`src/rtl/hlatch_tx_if.sv`:
```
// -----------------------------------------------------------------------------
// hlatch_tx_if
//   Bundle of the two channels around the hlatch_tx transmitter:
//     - synchronous valid/ready word stream on the clocked side
//     - four-phase bundled-data channel into the first async latch stage
//
// Signals
//   s_valid  upstream word available
//   s_ready  transmitter FIFO can accept a word
//   s_data   upstream word, N bits
//   r_o      four-phase request into the async stage
//   a_o      acknowledge from the async stage (asynchronous to clk)
//   d_o      bundled data, N bits
//
// Modports
//   slave   the transmitter itself
//   master  the surrounding environment (stream source + async stage)
// -----------------------------------------------------------------------------
interface hlatch_tx_if #(
  parameter int N = 1
);
  logic         s_valid;
  logic         s_ready;
  logic [N-1:0] s_data;
  logic         r_o;
  logic         a_o;
  logic [N-1:0] d_o;

  modport slave (
    input  s_valid,
    input  s_data,
    input  a_o,
    output s_ready,
    output r_o,
    output d_o
  );

  modport master (
    output s_valid,
    output s_data,
    output a_o,
    input  s_ready,
    input  r_o,
    input  d_o
  );
endinterface

```
`src/rtl/hlatch_tx.sv`:
```
// -----------------------------------------------------------------------------
// hlatch_tx
//   Clocked transmitter feeding a four-phase bundled-data asynchronous latch
//   pipeline. Words arrive on a valid/ready stream, are buffered in a small
//   FIFO, and are presented on d_o with a request r_o. The acknowledge a_o is
//   brought into the clock domain through a SYNC_STAGES flop synchronizer and
//   only the synchronized copy steers the handshake FSM.
//
// Parameters
//   N             data width
//   DEPTH         FIFO entries (power of two, >= 2)
//   SYNC_STAGES   flops in the a_o synchronizer (>= 2)
//   SETUP_CYCLES  edges d_o is held before r_o rises (>= 1)
//
// Ports
//   clk     the only clock, rising edge
//   rst     asynchronous, active-low reset
//   bus     hlatch_tx_if.slave: s_valid/s_ready/s_data stream in,
//           r_o/a_o/d_o four-phase channel out
//   count   FIFO occupancy, excluding the word currently on d_o
// -----------------------------------------------------------------------------
module hlatch_tx #(
  parameter int N            = 1,
  parameter int DEPTH        = 4,
  parameter int SYNC_STAGES  = 2,
  parameter int SETUP_CYCLES = 1
) (
  input  logic                  clk,
  input  logic                  rst,
  hlatch_tx_if.slave            bus,
  output logic [$clog2(DEPTH):0] count
);

  localparam int AW = $clog2(DEPTH);
  localparam int CW = AW + 1;
  localparam int SW = (SETUP_CYCLES > 1) ? $clog2(SETUP_CYCLES) : 1;

  typedef enum logic [1:0] {
    IDLE  = 2'd0,
    SETUP = 2'd1,
    REQ   = 2'd2,
    RTZ   = 2'd3
  } state_t;

  state_t                 state;
  logic [SW-1:0]          setup_cnt;
  logic                   r_q;
  logic [N-1:0]           d_q;

  logic [SYNC_STAGES-1:0] a_sync;
  logic                   a_s;

  logic [N-1:0]           mem [DEPTH];
  logic [AW-1:0]          wr_ptr;
  logic [AW-1:0]          rd_ptr;
  logic                   ready;
  logic                   empty;
  logic                   push;
  logic                   take;

  // ---------------------------------------------------------------------------
  // Acknowledge synchronizer: a_s is a_o after SYNC_STAGES flops.
  // ---------------------------------------------------------------------------
  always_ff @(posedge clk or negedge rst) begin
    if (!rst) begin
      a_sync <= '0;
    end else begin
      a_sync <= {a_sync[SYNC_STAGES-2:0], bus.a_o};
    end
  end

  assign a_s = a_sync[SYNC_STAGES-1];

  // ---------------------------------------------------------------------------
  // FIFO control. s_ready depends on count only, so there is no combinational
  // path from s_valid or a_o to any output. When full, s_ready is low, so a
  // same-edge pop never collides with a push into the slot being read.
  // ---------------------------------------------------------------------------
  assign ready = (count != CW'(DEPTH));
  assign empty = (count == '0);
  assign push  = bus.s_valid & ready;

  // The FSM takes a word from IDLE or from the end of RTZ, both only once the
  // synchronized acknowledge is low again.
  assign take  = ~empty & ~a_s & ((state == IDLE) | (state == RTZ));

  always_ff @(posedge clk) begin
    if (push) begin
      mem[wr_ptr] <= bus.s_data;
    end
  end

  always_ff @(posedge clk or negedge rst) begin
    if (!rst) begin
      wr_ptr <= '0;
      rd_ptr <= '0;
      count  <= '0;
    end else begin
      // Pointers are AW bits wide, so they wrap modulo DEPTH by themselves.
      if (push) begin
        wr_ptr <= wr_ptr + AW'(1);
      end
      if (take) begin
        rd_ptr <= rd_ptr + AW'(1);
      end
      case ({push, take})
        2'b10:   count <= count + CW'(1);
        2'b01:   count <= count - CW'(1);
        default: count <= count;
      endcase
    end
  end

  // ---------------------------------------------------------------------------
  // Four-phase handshake FSM with registered r_o/d_o.
  // d_o is written only on a take, so it is stable from SETUP entry through
  // REQ and RTZ until the next word is taken.
  // ---------------------------------------------------------------------------
  always_ff @(posedge clk or negedge rst) begin
    if (!rst) begin
      state     <= IDLE;
      setup_cnt <= '0;
      r_q       <= 1'b0;
      d_q       <= '0;
    end else begin
      case (state)
        IDLE: begin
          r_q <= 1'b0;
          if (take) begin
            d_q       <= mem[rd_ptr];
            setup_cnt <= '0;
            state     <= SETUP;
          end
        end

        SETUP: begin
          // The a_s guard keeps a stray acknowledge from ever overlapping a
          // fresh request; the counter simply holds at its terminal value.
          if (setup_cnt == SW'(SETUP_CYCLES - 1)) begin
            if (!a_s) begin
              r_q   <= 1'b1;
              state <= REQ;
            end
          end else begin
            setup_cnt <= setup_cnt + SW'(1);
          end
        end

        REQ: begin
          if (a_s) begin
            r_q   <= 1'b0;
            state <= RTZ;
          end
        end

        RTZ: begin
          r_q <= 1'b0;
          if (!a_s) begin
            if (take) begin
              d_q       <= mem[rd_ptr];
              setup_cnt <= '0;
              state     <= SETUP;
            end else begin
              state <= IDLE;
            end
          end
        end

        default: begin
          r_q   <= 1'b0;
          state <= IDLE;
        end
      endcase
    end
  end

  assign bus.s_ready = ready;
  assign bus.r_o     = r_q;
  assign bus.d_o     = d_q;

endmodule

```
`src/flat_wrapper.sv`:
```
// flat-port wrapper written by rule: the top's interface ports become plain ports
module hlatch_tx_flat 
#(
  parameter int N            = 1,
  parameter int DEPTH        = 4,
  parameter int SYNC_STAGES  = 2,
  parameter int SETUP_CYCLES = 1
)
  (clk, rst, count, bus_s_valid, bus_s_data, bus_a_o, bus_s_ready, bus_r_o, bus_d_o);
  hlatch_tx_if #(.N(N)) bus_i ();
  input  logic clk;
  input  logic rst;
  output logic [$clog2(DEPTH):0] count;
  input wire logic [$bits(bus_i.s_valid)-1:0] bus_s_valid;
  input wire logic [$bits(bus_i.s_data)-1:0] bus_s_data;
  input wire logic [$bits(bus_i.a_o)-1:0] bus_a_o;
  output wire logic [$bits(bus_i.s_ready)-1:0] bus_s_ready;
  output wire logic [$bits(bus_i.r_o)-1:0] bus_r_o;
  output wire logic [$bits(bus_i.d_o)-1:0] bus_d_o;
  assign bus_i.s_valid = bus_s_valid;
  assign bus_i.s_data = bus_s_data;
  assign bus_i.a_o = bus_a_o;
  assign bus_s_ready = bus_i.s_ready;
  assign bus_r_o = bus_i.r_o;
  assign bus_d_o = bus_i.d_o;
  hlatch_tx #(.N(N), .DEPTH(DEPTH), .SYNC_STAGES(SYNC_STAGES), .SETUP_CYCLES(SETUP_CYCLES)) u_core (.clk(clk), .rst(rst), .bus(bus_i), .count(count));
endmodule
```
`config.mk`:
```
export PLATFORM = sky130hd
export DESIGN_NAME = hlatch_tx_flat
export DESIGN_NICKNAME = d
export VERILOG_FILES = /design/src/rtl/hlatch_tx_if.sv /design/src/rtl/hlatch_tx.sv /design/src/flat_wrapper.sv
export SDC_FILE = /design/constraint.sdc
export NUM_CORES = 1
export LEC_CHECK = 0
export ABC_AREA = 1
export BUFFER_PORTS_ARGS = -buffer_cell sky130_fd_sc_hd__buf_2
export CORE_MARGIN = 2
export CORE_UTILIZATION = 40
export DETAILED_ROUTE_END_ITERATION = 12
export PLACE_DENSITY = 0.57
export SYNTH_ARGS = -nofsm -noshare
export SYNTH_HDL_FRONTEND = slang
export SYNTH_SLANG_ARGS = --single-unit
```
`constraint.sdc`:
```
create_clock -name clk -period 4.7 [get_ports clk]
set_input_delay 1.175 -clock clk [delete_from_list [all_inputs] [get_ports clk]]
set_output_delay 1.175 -clock clk [all_outputs]
set_load 0.03 [all_outputs]
```
=== Word level (Yosys, flattened, before mapping) ===
Memories as Yosys holds them, arrays and structs flattened.
Index checks and enable logic that the tools add are counted.

* Memories: 1
* Word-level logic and storage cells: 62
* Bits in writable memories: 4
* Bits of input ports: 5
* Register bits: 14

{| class="wikitable"
|+ Memory list
! memory !! words !! width !! read ports !! clocked after memory_dff !! wr ports !! RTL line !! RTL
|-
| u_core.mem || 4 || 1 || 1 || 0 || 1 || hlatch_tx.sv:53 || <nowiki>logic [N-1:0] mem [DEPTH];</nowiki>
|}

* Reductions and logical operators: 10
* Mux-type cells: 21
* Equality and inequality tests: 11
* Bitwise logic cells: 6
* $add $sub $neg: 5

{| class="wikitable"
|+ Operators by type and width
! kind !! number
|-
| 2-to-1 mux 1 bit || 11
|-
| 2-to-1 mux 2 bit || 5
|-
| case mux 2 bit (4 select lines) || 1
|-
| == test 2 bit, second input constant || 3
|-
| inequality test 2 bit, second input constant || 3
|-
| case mux 1 bit (3 select lines) || 2
|-
| case mux 3 bit (2 select lines) || 1
|-
| AND reduction 5 bit || 1
|-
| adder 2 x 1 -> 2 bit, second input constant || 2
|-
| == test 2 x 1 -> 1 bit, second input constant || 2
|-
| inequality test 2 x 1 -> 1 bit, second input constant || 2
|-
| AND reduction 2 bit || 2
|-
| nonzero test 2 bit || 2
|-
| adder 3 x 1 -> 3 bit, second input constant || 1
|-
| AND 1 bit || 3
|-
| logical NOT 3 bit || 1
|-
| inequality test 3 bit, second input constant || 1
|-
| AND reduction 3 bit || 1
|-
| nonzero test 3 bit || 1
|-
| subtractor 3 x 1 -> 3 bit, second input constant || 1
|-
| logical NOT 2 bit || 1
|-
| inverter 1 bit || 2
|-
| case mux 1 bit (2 select lines) || 1
|-
| OR reduction 2 bit || 1
|-
| other kinds (2) || 2
|}

=== Depth between registers and ports, before layout ===
Gate-level depths: netlist of the first run.

* Word-level depth: 7
* Gate-level depth with buffers: 11
* Depth with buffers taken out: 11

=== Worst setup path after synthesis of the first run ===
No wires, ideal clock.

* Path kind: in2reg
* Start point: input port bus_s_valid
* End point: register u_core.count[2]
* Arrival time: 2183 ps
* Slack: 2386 ps
* Required time: 4569 ps
* Stages on the path: 7
* Path buffers: 0
* Library setup time: 131 ps
* Cells stage by stage: nand2_4 ha_1 inv_1 fa_1 a21oi_1 o21ai_0 xor2_1

* Word-level cells in the longest chain between the ends: 3
* Elaborated cells between the ends (all ways): 5
* Those cells by class: eq/ne: 2; mux: 1; bitwise: 1; reduce/logical: 1

{| class="wikitable"
|+ RTL lines
! element !! RTL line !! RTL
|-
| start, declared || flat_wrapper.sv:14 || <nowiki>input wire logic [$bits(bus_i.s_valid)-1:0] bus_s_valid;</nowiki>
|-
| AND 1 bit * || hlatch_tx.sv:81 || <nowiki>assign push = bus.s_valid & ready;</nowiki>
|-
| == test 2 x 1 -> 1 bit or == test 2 bit (tied branches) || hlatch_tx.sv:106 || <nowiki>case ({push, take})</nowiki>
|-
| case mux 3 bit (2 select lines) or nonzero test 2 bit (tied branches) || - ||
|-
| end signal, assigned || hlatch_tx.sv:107 || <nowiki>2'b10: count <= count + CW'(1);</nowiki>
|-
| end signal, assigned || hlatch_tx.sv:108 || <nowiki>2'b01: count <= count - CW'(1);</nowiki>
|-
| end signal, assigned || hlatch_tx.sv:109 || <nowiki>default: count <= count;</nowiki>
|-
| end, declared || hlatch_tx.sv:31 || <nowiki>output logic [$clog2(DEPTH):0] count</nowiki>
|}

Mark *: on every way between the ends. The rest lies on a longest branch, timed or not.
A chain may end at the register's enable or synchronous reset.

=== Final worst setup path of the first run ===
* Start point: register u_core.state[0]
* End point: register u_core.count[2]

* Word-level cells in the longest chain between the ends: 5
* Elaborated cells between the ends (all ways): 8
* Those cells by class: eq/ne: 3; mux: 1; bitwise: 2; reduce/logical: 2

{| class="wikitable"
|+ RTL lines
! element !! RTL line !! RTL
|-
| start, declared || hlatch_tx.sv:45 || <nowiki>state_t state;</nowiki>
|-
| start signal, assigned || hlatch_tx.sv:121 || <nowiki>state <= IDLE;</nowiki>
|-
| start signal, assigned || hlatch_tx.sv:132 || <nowiki>state <= SETUP;</nowiki>
|-
| start signal, assigned || hlatch_tx.sv:142 || <nowiki>state <= REQ;</nowiki>
|-
| == test 2 bit or logical NOT 2 bit (tied branches) || hlatch_tx.sv:85 || <nowiki>assign take = ~empty & ~a_s & ((state == IDLE) | (state == RTZ));</nowiki>
|-
| OR 1 bit * || hlatch_tx.sv:85 ||
|-
| AND 1 bit * || hlatch_tx.sv:85 ||
|-
| named net u_core.take || hlatch_tx.sv:59 || <nowiki>logic take;</nowiki>
|-
| == test 2 x 1 -> 1 bit or == test 2 bit (tied branches) || hlatch_tx.sv:106 ||
|-
| case mux 3 bit (2 select lines) or nonzero test 2 bit (tied branches) || - ||
|}

Mark *: on every way through the listed nets, which the timed path passes. The rest lies on a longest branch.

==> metrics.yaml, run 1 <==
status: "finished clean"
postCtsHoldBufs: 0
vias_per_cell: 4.48
stdcell_area_sq_um: 1070
syn2layout_area_growth_pct: 11.7
htree_num_levels: 1
setup_viol: 0
final_nets: 128
yosys.area.top_type_share: 0.339
placed_area_sq_um: 1040
hold_path.startpoint: "u_core.a_sync[0]$_DFF_PN0_"
setup_ws_ps: 2360
die_area_sq_um: 2800
core_area_sq_um: 2230
p_int_mw: 0.393
track_usage: 0.137
die_height_microns: 53.0
crit_path_max_fanout: 6
synth_area_sq_um: 958
cts_resized: 0
rr_worst_depth: 11
dr.pass1.iters: 4
cts-root-buf: "clkbuf_4"
clock_path_buffers: 2
io_buffer_count: 10
reg2reg_to: "u_core.count[2]$_DFFE_PN0P_"
first_global_vias: 613
worst_slew_pin_slew_ps: 307
critPathCaptureType: "flop"
placementRows: 17
grt_max_degree: 14
io-pin-count: 11
clkPwrFrac: 0.105
post-route-drc-count: 0
insertedDiodeCount: 0
power_frac_seq: 0.351
final_common_cell: "inv_1"
slew_violations: 0
synth_warnings: 0
cts_inserted_buffers: 3
cp-start-kind: "flop"
maxCapViolations: 0
ys_ff_latch: 17
finalClockSkew_ps: 4.65
grt-ovfl-total: 0
grt_pass1_wl_microns: 2680
via_count: 618
yosysUniqueCellTypes: 19
wl_per_cell_microns: 10.4
final_cell_mix: "inv_1 (16), nor2_1 (13), dfrtp_1 (13), nand2_1 (11), ha_1 (11)"
postCtsSetupRepairBufs: 0
clk_latency_ps: 290
syn_nets: 113
p_sw_frac: 0.467
worstPathRequired_ps: 4880
whs_ps: 358
antenna_found_initial: 0
p_leak_nw: 0.547
ys_seq_area_frac: 0.465
drt_wl_total_microns: 1430
gp_congestion: 0.712
min_period_ps: 2340
drt_iter0_drc: 8
crit_arrival_ps: 2510
p_sw_mw: 0.345
dp_worst_setup_slack_ps: 2170
reg2reg_slack_ps: 2360
crit_start: "u_core.state[0]$_DFFE_PN0P_"
crit_end: "u_core.count[2]$_DFFE_PN0P_"
tns_ps: 0
cellPowerDensity_nw_per_um2: 689
yosys-top-cells-area: "dfrtp_1 (34%), ha_1 (14%), edfxtp_1 (13%)"
cts_tree: "yes"
path_class: "flop to flop"
max_freq_mhz: 428
cts.clk_slew.worst_paths_ps: 100
die_width_microns: 53.0
avgSynthCellArea_sq_um: 9.98
dp_hpwl_microns: 1150
r2r_start: "u_core.state[0]$_DFFE_PN0P_"
cts_sinks: 17
start_util: 0.429
period_share: 0.497
hold_viol_final: 0
hold_path.class: "flop to flop"
synth_top_area_cell: "dfrtp_1"
max_slew_margin: 0.795
synthCells: 96
peakVddDrop_mv: 0.405
combPwrFrac: 0.544
final_layout_size_suffix_gt1_frac: 0.236
ant_nets: 0
rsz0062_at_grt: "no"
## flip-flops by register name, summed over array words and instances (netlist names)
register / count
u_core.mem: 4
u_core.rd_ptr: 2
u_core.wr_ptr: 2
u_core.a_sync: 2
u_core.bus.r_o: 1
u_core.bus.d_o: 1
u_core.state: 2
u_core.count: 3
## stage by stage
stage                util  instances  total power, mW
detailed placement  0.467        134            0.669
global placement    0.467        134            0.660
CTS                 0.480        138            0.753
global route        0.480        138            0.817
floorplan               -         96            0.580
finish              0.480        138            0.738
## cell usage after synthesis
cell / number
edfxtp_1: 4
nand3_1: 2
xnor2_1: 1
o21ai_0: 6
nand2_1: 11
nand3_2: 1
nor2_2: 2
nor2_4: 2
inv_1: 16
ha_1: 11
nor2_1: 13
xor2_1: 3
nand2_2: 3
dfrtp_1: 13
mux2_4: 1
fa_1: 1
o211ai_1: 1
a21oi_1: 2
nand2_4: 3
## worst min-delay path by stage
| stage | slack (ps) | end | cells after the start |
|---|---|---|---|
| after floorplan | 330 | u_core.a_sync[1]$_DFF_PN0_ | 0 |
| after global placement | 330 | u_core.a_sync[1]$_DFF_PN0_ | 0 |
| after detailed placement | 340 | u_core.a_sync[1]$_DFF_PN0_ | 0 |
| after CTS | 360 | u_core.a_sync[1]$_DFF_PN0_ | 0 |
| after global routing | 380 | u_core.a_sync[1]$_DFF_PN0_ | 0 |
| final | 360 | u_core.a_sync[1]$_DFF_PN0_ | 0 |
## area by class of cell
type	instances	area (sq um)
multi-input cells	63	453
well taps	28	35.0
clock inverters	1	5.00
inverters	16	60.1
fillers	220	1160
clock buffers	3	22.5
flip-flops and latches	17	445
repair buffers	10	50.0
## routing by layer
layer / global-route usage / vias up / part of all wire
li1: - / 326 / -
met1: 0.168 / 280 / 0.48
met2: 0.217 / 10 / 0.48
met3: 0.0339 / 2 / 0.036
met4: 0.0769 / 0 / 0.0056
met5: 0 / - / 0
## worst max-delay path, cell delays in order, from the launching register on
cell	delay (ps)
dfrtp_1	460
inv_1	110
ha_1	330
nor2_2	150
nand2_4	100
inv_1	90
ha_1	150
inv_1	70
fa_1	370
a21oi_1	140
o21ai_0	110
xor2_1	150
## cell families after synthesis
| kind of cell | synth area share |
|---|---|
| compound gates | 0.0496 |
| xor+xnor | 0.0366 |
| fa+ha+maj | 0.164 |
| buf+inv | 0.0627 |
| flops | 0.465 |
| mux | 0.0157 |
| simple gates | 0.206 |
## power by group through the flow
stage	logic [mW]	clock network (mW)	registers (mW)
detailed placement	0.406	0	0.263
global route	0.458	0.0888	0.270
floorplan	0.286	0	0.295
CTS	0.408	0.0837	0.260
global placement	0.399	0	0.261
finish	0.401	0.0775	0.259
(Power assumes the default switching activity.)
==> inputs of run 2 (changes only) <==
--- a/config.mk
+++ b/config.mk
@@ -5,12 +5,12 @@
 export SDC_FILE = /design/constraint.sdc
 export NUM_CORES = 1
 export LEC_CHECK = 0
-export ABC_AREA = 1
+export ABC_AREA = 0
 export BUFFER_PORTS_ARGS = -buffer_cell sky130_fd_sc_hd__buf_2
 export CORE_MARGIN = 2
 export CORE_UTILIZATION = 40
 export DETAILED_ROUTE_END_ITERATION = 12
-export PLACE_DENSITY = 0.57
+export PLACE_DENSITY = 0.6
 export SYNTH_ARGS = -nofsm -noshare
 export SYNTH_HDL_FRONTEND = slang
 export SYNTH_SLANG_ARGS = --single-unit
==> constraint.sdc (replaced) <==
create_clock -name clk -period 2.1 [get_ports clk]
set_input_delay 0.525 -clock clk [delete_from_list [all_inputs] [get_ports clk]]
set_output_delay 0.525 -clock clk [all_outputs]
set_load 0.03 [all_outputs]
==> run 2 against run 1 <==
Effect of this change:
- cell count fell by 9.4%
- worst hold slack got worse by 250 ps
- critical path depth shrank 1
- routed wire length is 5.0% lower
- total power increased by 150%
- non-clock buffer count grew 11
- sequential share of layout area down 2.8 points
- fmax is 12% higher
- clock skew fell by 3.8 ps
- final area grew 7.2%
- critical endpoint unchanged
==> metrics.yaml, run 2 <==
path_depth: 10
rsz0062_at_grt: "yes"
die_height_microns: 51.8
finalClockSkew_ps: 0.873
tns_ps: 0
cts_sinks: 17
io_buffer_count: 10
vias_per_cell: 4.62
final_nets: 115
total_power_mw: 1.84
grt_pass1_wl_microns: 2410
final_util: 0.524
worstPathRequired_ps: 2320
period_share: 0.998
grt_max_degree: 14
placed_area_sq_um: 1090
grt-ovfl-total: 0
ys_seq_area_frac: 0.488
cts-root-buf: "clkbuf_4"
core_area_sq_um: 2190
synthTopCellsByCount: "dfrtp_1 (13), ha_1 (11), inv_1 (8)"
crit_path_max_fanout: 2
final_layout_size_suffix_gt1_frac: 0.412
largest_register_ffs: 4
critPathCaptureType: "flop"
syn2layout_area_growth_pct: 25.9
peakVddDrop_mv: 0.892
fill_cells: 195
regMostFlops: "u_core.mem"
reg2reg_slack_ps: 4
min_period_ps: 2100
via_count: 577
maxCapViolations: 0
ys_ff_latch: 17
whs_ps: 109
final_cell_mix: "dfrtp_1 (13), buf_4 (11), buf_2 (10), ha_1 (9), inv_1 (5)"
cts_tree: "yes"
max_slew_margin: 0.794
ys_async_sr_fraction: 0.765
cpPeakStageDelay_ps: 400
avgSynthCellArea_sq_um: 12.7
htree_num_levels: 1
synth_flop_cell: "dfrtp_1"
stdcell_area_sq_um: 1150
reg2reg_to: "u_core.count[2]$_DFFE_PN0P_"
max_freq_mhz: 477
yosys-top-cells-area: "dfrtp_1 (36%), ha_1 (15%), edfxtp_1 (13%)"
top_regs: "u_core.mem: 4 flops, u_core.count: 3 flops"
clkPwrFrac: 0.094
p_int_mw: 1.11
synth_most_common_cell: "dfrtp_1"
die_area_sq_um: 2680
p_leak_nw: 0.549
insertedDiodeCount: 0
path_class: "flop to flop"
clock_path_buffers: 2
gp_congestion: 0.741
rr_worst_depth: 10
crit_end: "u_core.count[2]$_DFFE_PN0P_"
track_usage: 0.126
yosys.area.top_type_share: 0.357
placementRows: 17
synth_area_sq_um: 912
p_sw_frac: 0.398
final_cells: 125
setup_viol: 0
first_global_vias: 577
postCtsHoldBufs: 0
status: "finished clean"
drt_wl_total_microns: 1360
crit_arrival_ps: 2310
hold_path.class: "primary input to async pin"
yosysUniqueCellTypes: 27
drt_iter0_drc: 0
cts_inserted_buffers: 3
cts.clk_slew.worst_paths_ps: 90
dp_hpwl_microns: 1040
critical-path-top-delay-family: "adder cells"
start_util: 0.416
combPwrFrac: 0.594
hold_viol_final: 0
antenna_found_initial: 0
ant_nets: 0
wl_per_cell_microns: 10.9
setup_ws_ps: 4.15
path_buf_inv: 3
crit_start: "u_core.state[1]$_DFFE_PN0P_"
p_sw_mw: 0.733
synth_warnings: 0
final_common_cell: "dfrtp_1"
cts_resized: 0
crit_chain: "inv_2 -> ha_4 -> or3_4 -> inv_4 -> ha_4 -> inv_2 -> fa_2 -> xor2_1 -> nor2_1 -> xor2_1"
synth_top_area_cell: "dfrtp_1"
cp-start-kind: "flop"
slew_violations: 0
syn_nets: 89
place_inst: 117
cellPowerDensity_nw_per_um2: 1600
io-pin-count: 11
die_width_microns: 51.8
synthCells: 72
clk_latency_ps: 290
power_frac_seq: 0.312
dr.pass1.iters: 1
worst_slew_pin_slew_ps: 309
post-route-drc-count: 0
r2r_start: "u_core.state[1]$_DFFE_PN0P_"
crit_slowest_cell: "dfrtp_1"
dp_worst_setup_slack_ps: -31.0
synth-edff-count: 4
==> run 2: metal layers <==
metal,global-route usage,routed length (microns),vias up
li1,-,-,291
met1,0.142,585,274
met2,0.218,708,9
met3,0.0345,44,3
met4,0.0658,21,0
met5,0,0,-
==> run 2: worst register-to-register path, cell delays in order (launching register included) <==
cell,delay (ps)
dfrtp_1,400
inv_2,80
ha_4,200
or3_4,340
inv_4,70
ha_4,120
inv_2,40
fa_2,350
xor2_1,150
nor2_1,120
xor2_1,160
==> run 2: power groups by stage <==
stage               logic, mW  clock network [mW]  registers, mW
finish                   1.09               0.173          0.575
global route             1.23               0.195          0.595
CTS                      1.07               0.180          0.577
detailed placement       1.05                   0          0.585
global placement         1.03                   0          0.578
floorplan               0.663                   0          0.677
==> run 2: cell families (layout without fill, tap and decap cells) <==
| group | Yosys count | count (layout) | synth area share |
|---|---|---|---|
| AO/OA/AOI/OAI | 6 | 6 | 0.0535 |
| XOR/XNOR | 6 | 6 | 0.0576 |
| adder cells (fa/ha/maj) | 12 | 12 | 0.173 |
| buffers and inverters | 9 | 34 | 0.0370 |
| flip-flops | 17 | 17 | 0.488 |
| multiplexers | 6 | 6 | 0.0933 |
| AND/OR/NAND/NOR | 16 | 16 | 0.0974 |
==> run 2: what timing repair did <==
item	in CTS	in global routing
endpoints found under the setup margin	1	1
buffers inserted	1	3
pin swaps	2	1
==> run 2: layout make-up <==
type / count / area (sq um) / area share
multi-input cells: 46 / 473 / 0.412
flip-flops and latches: 17 / 445 / 0.388
repair buffers: 21 / 133 / 0.115
inverters: 9 / 36.3 / 0.0316
well taps: 28 / 35.0 / 0.0305
clock buffers: 4 / 26.3 / 0.0229
==> run 2: worst min-delay path by stage <==
| stage | start | endpoint | slack [ps] | cells after the start |
|---|---|---|---|---|
| after global placement | u_core.a_sync[0]$_DFF_PN0_ | u_core.a_sync[1]$_DFF_PN0_ | 330 | 0 |
| final | rst | u_core.state[0]$_DFFE_PN0P_ | 110 | 1 |
| after floorplan | rst | u_core.a_sync[0]$_DFF_PN0_ | 230 | 0 |
| after global routing | rst | u_core.state[0]$_DFFE_PN0P_ | 120 | 1 |
| after detailed placement | u_core.a_sync[0]$_DFF_PN0_ | u_core.a_sync[1]$_DFF_PN0_ | 340 | 0 |
| after CTS | rst | u_core.state[0]$_DFFE_PN0P_ | 110 | 1 |
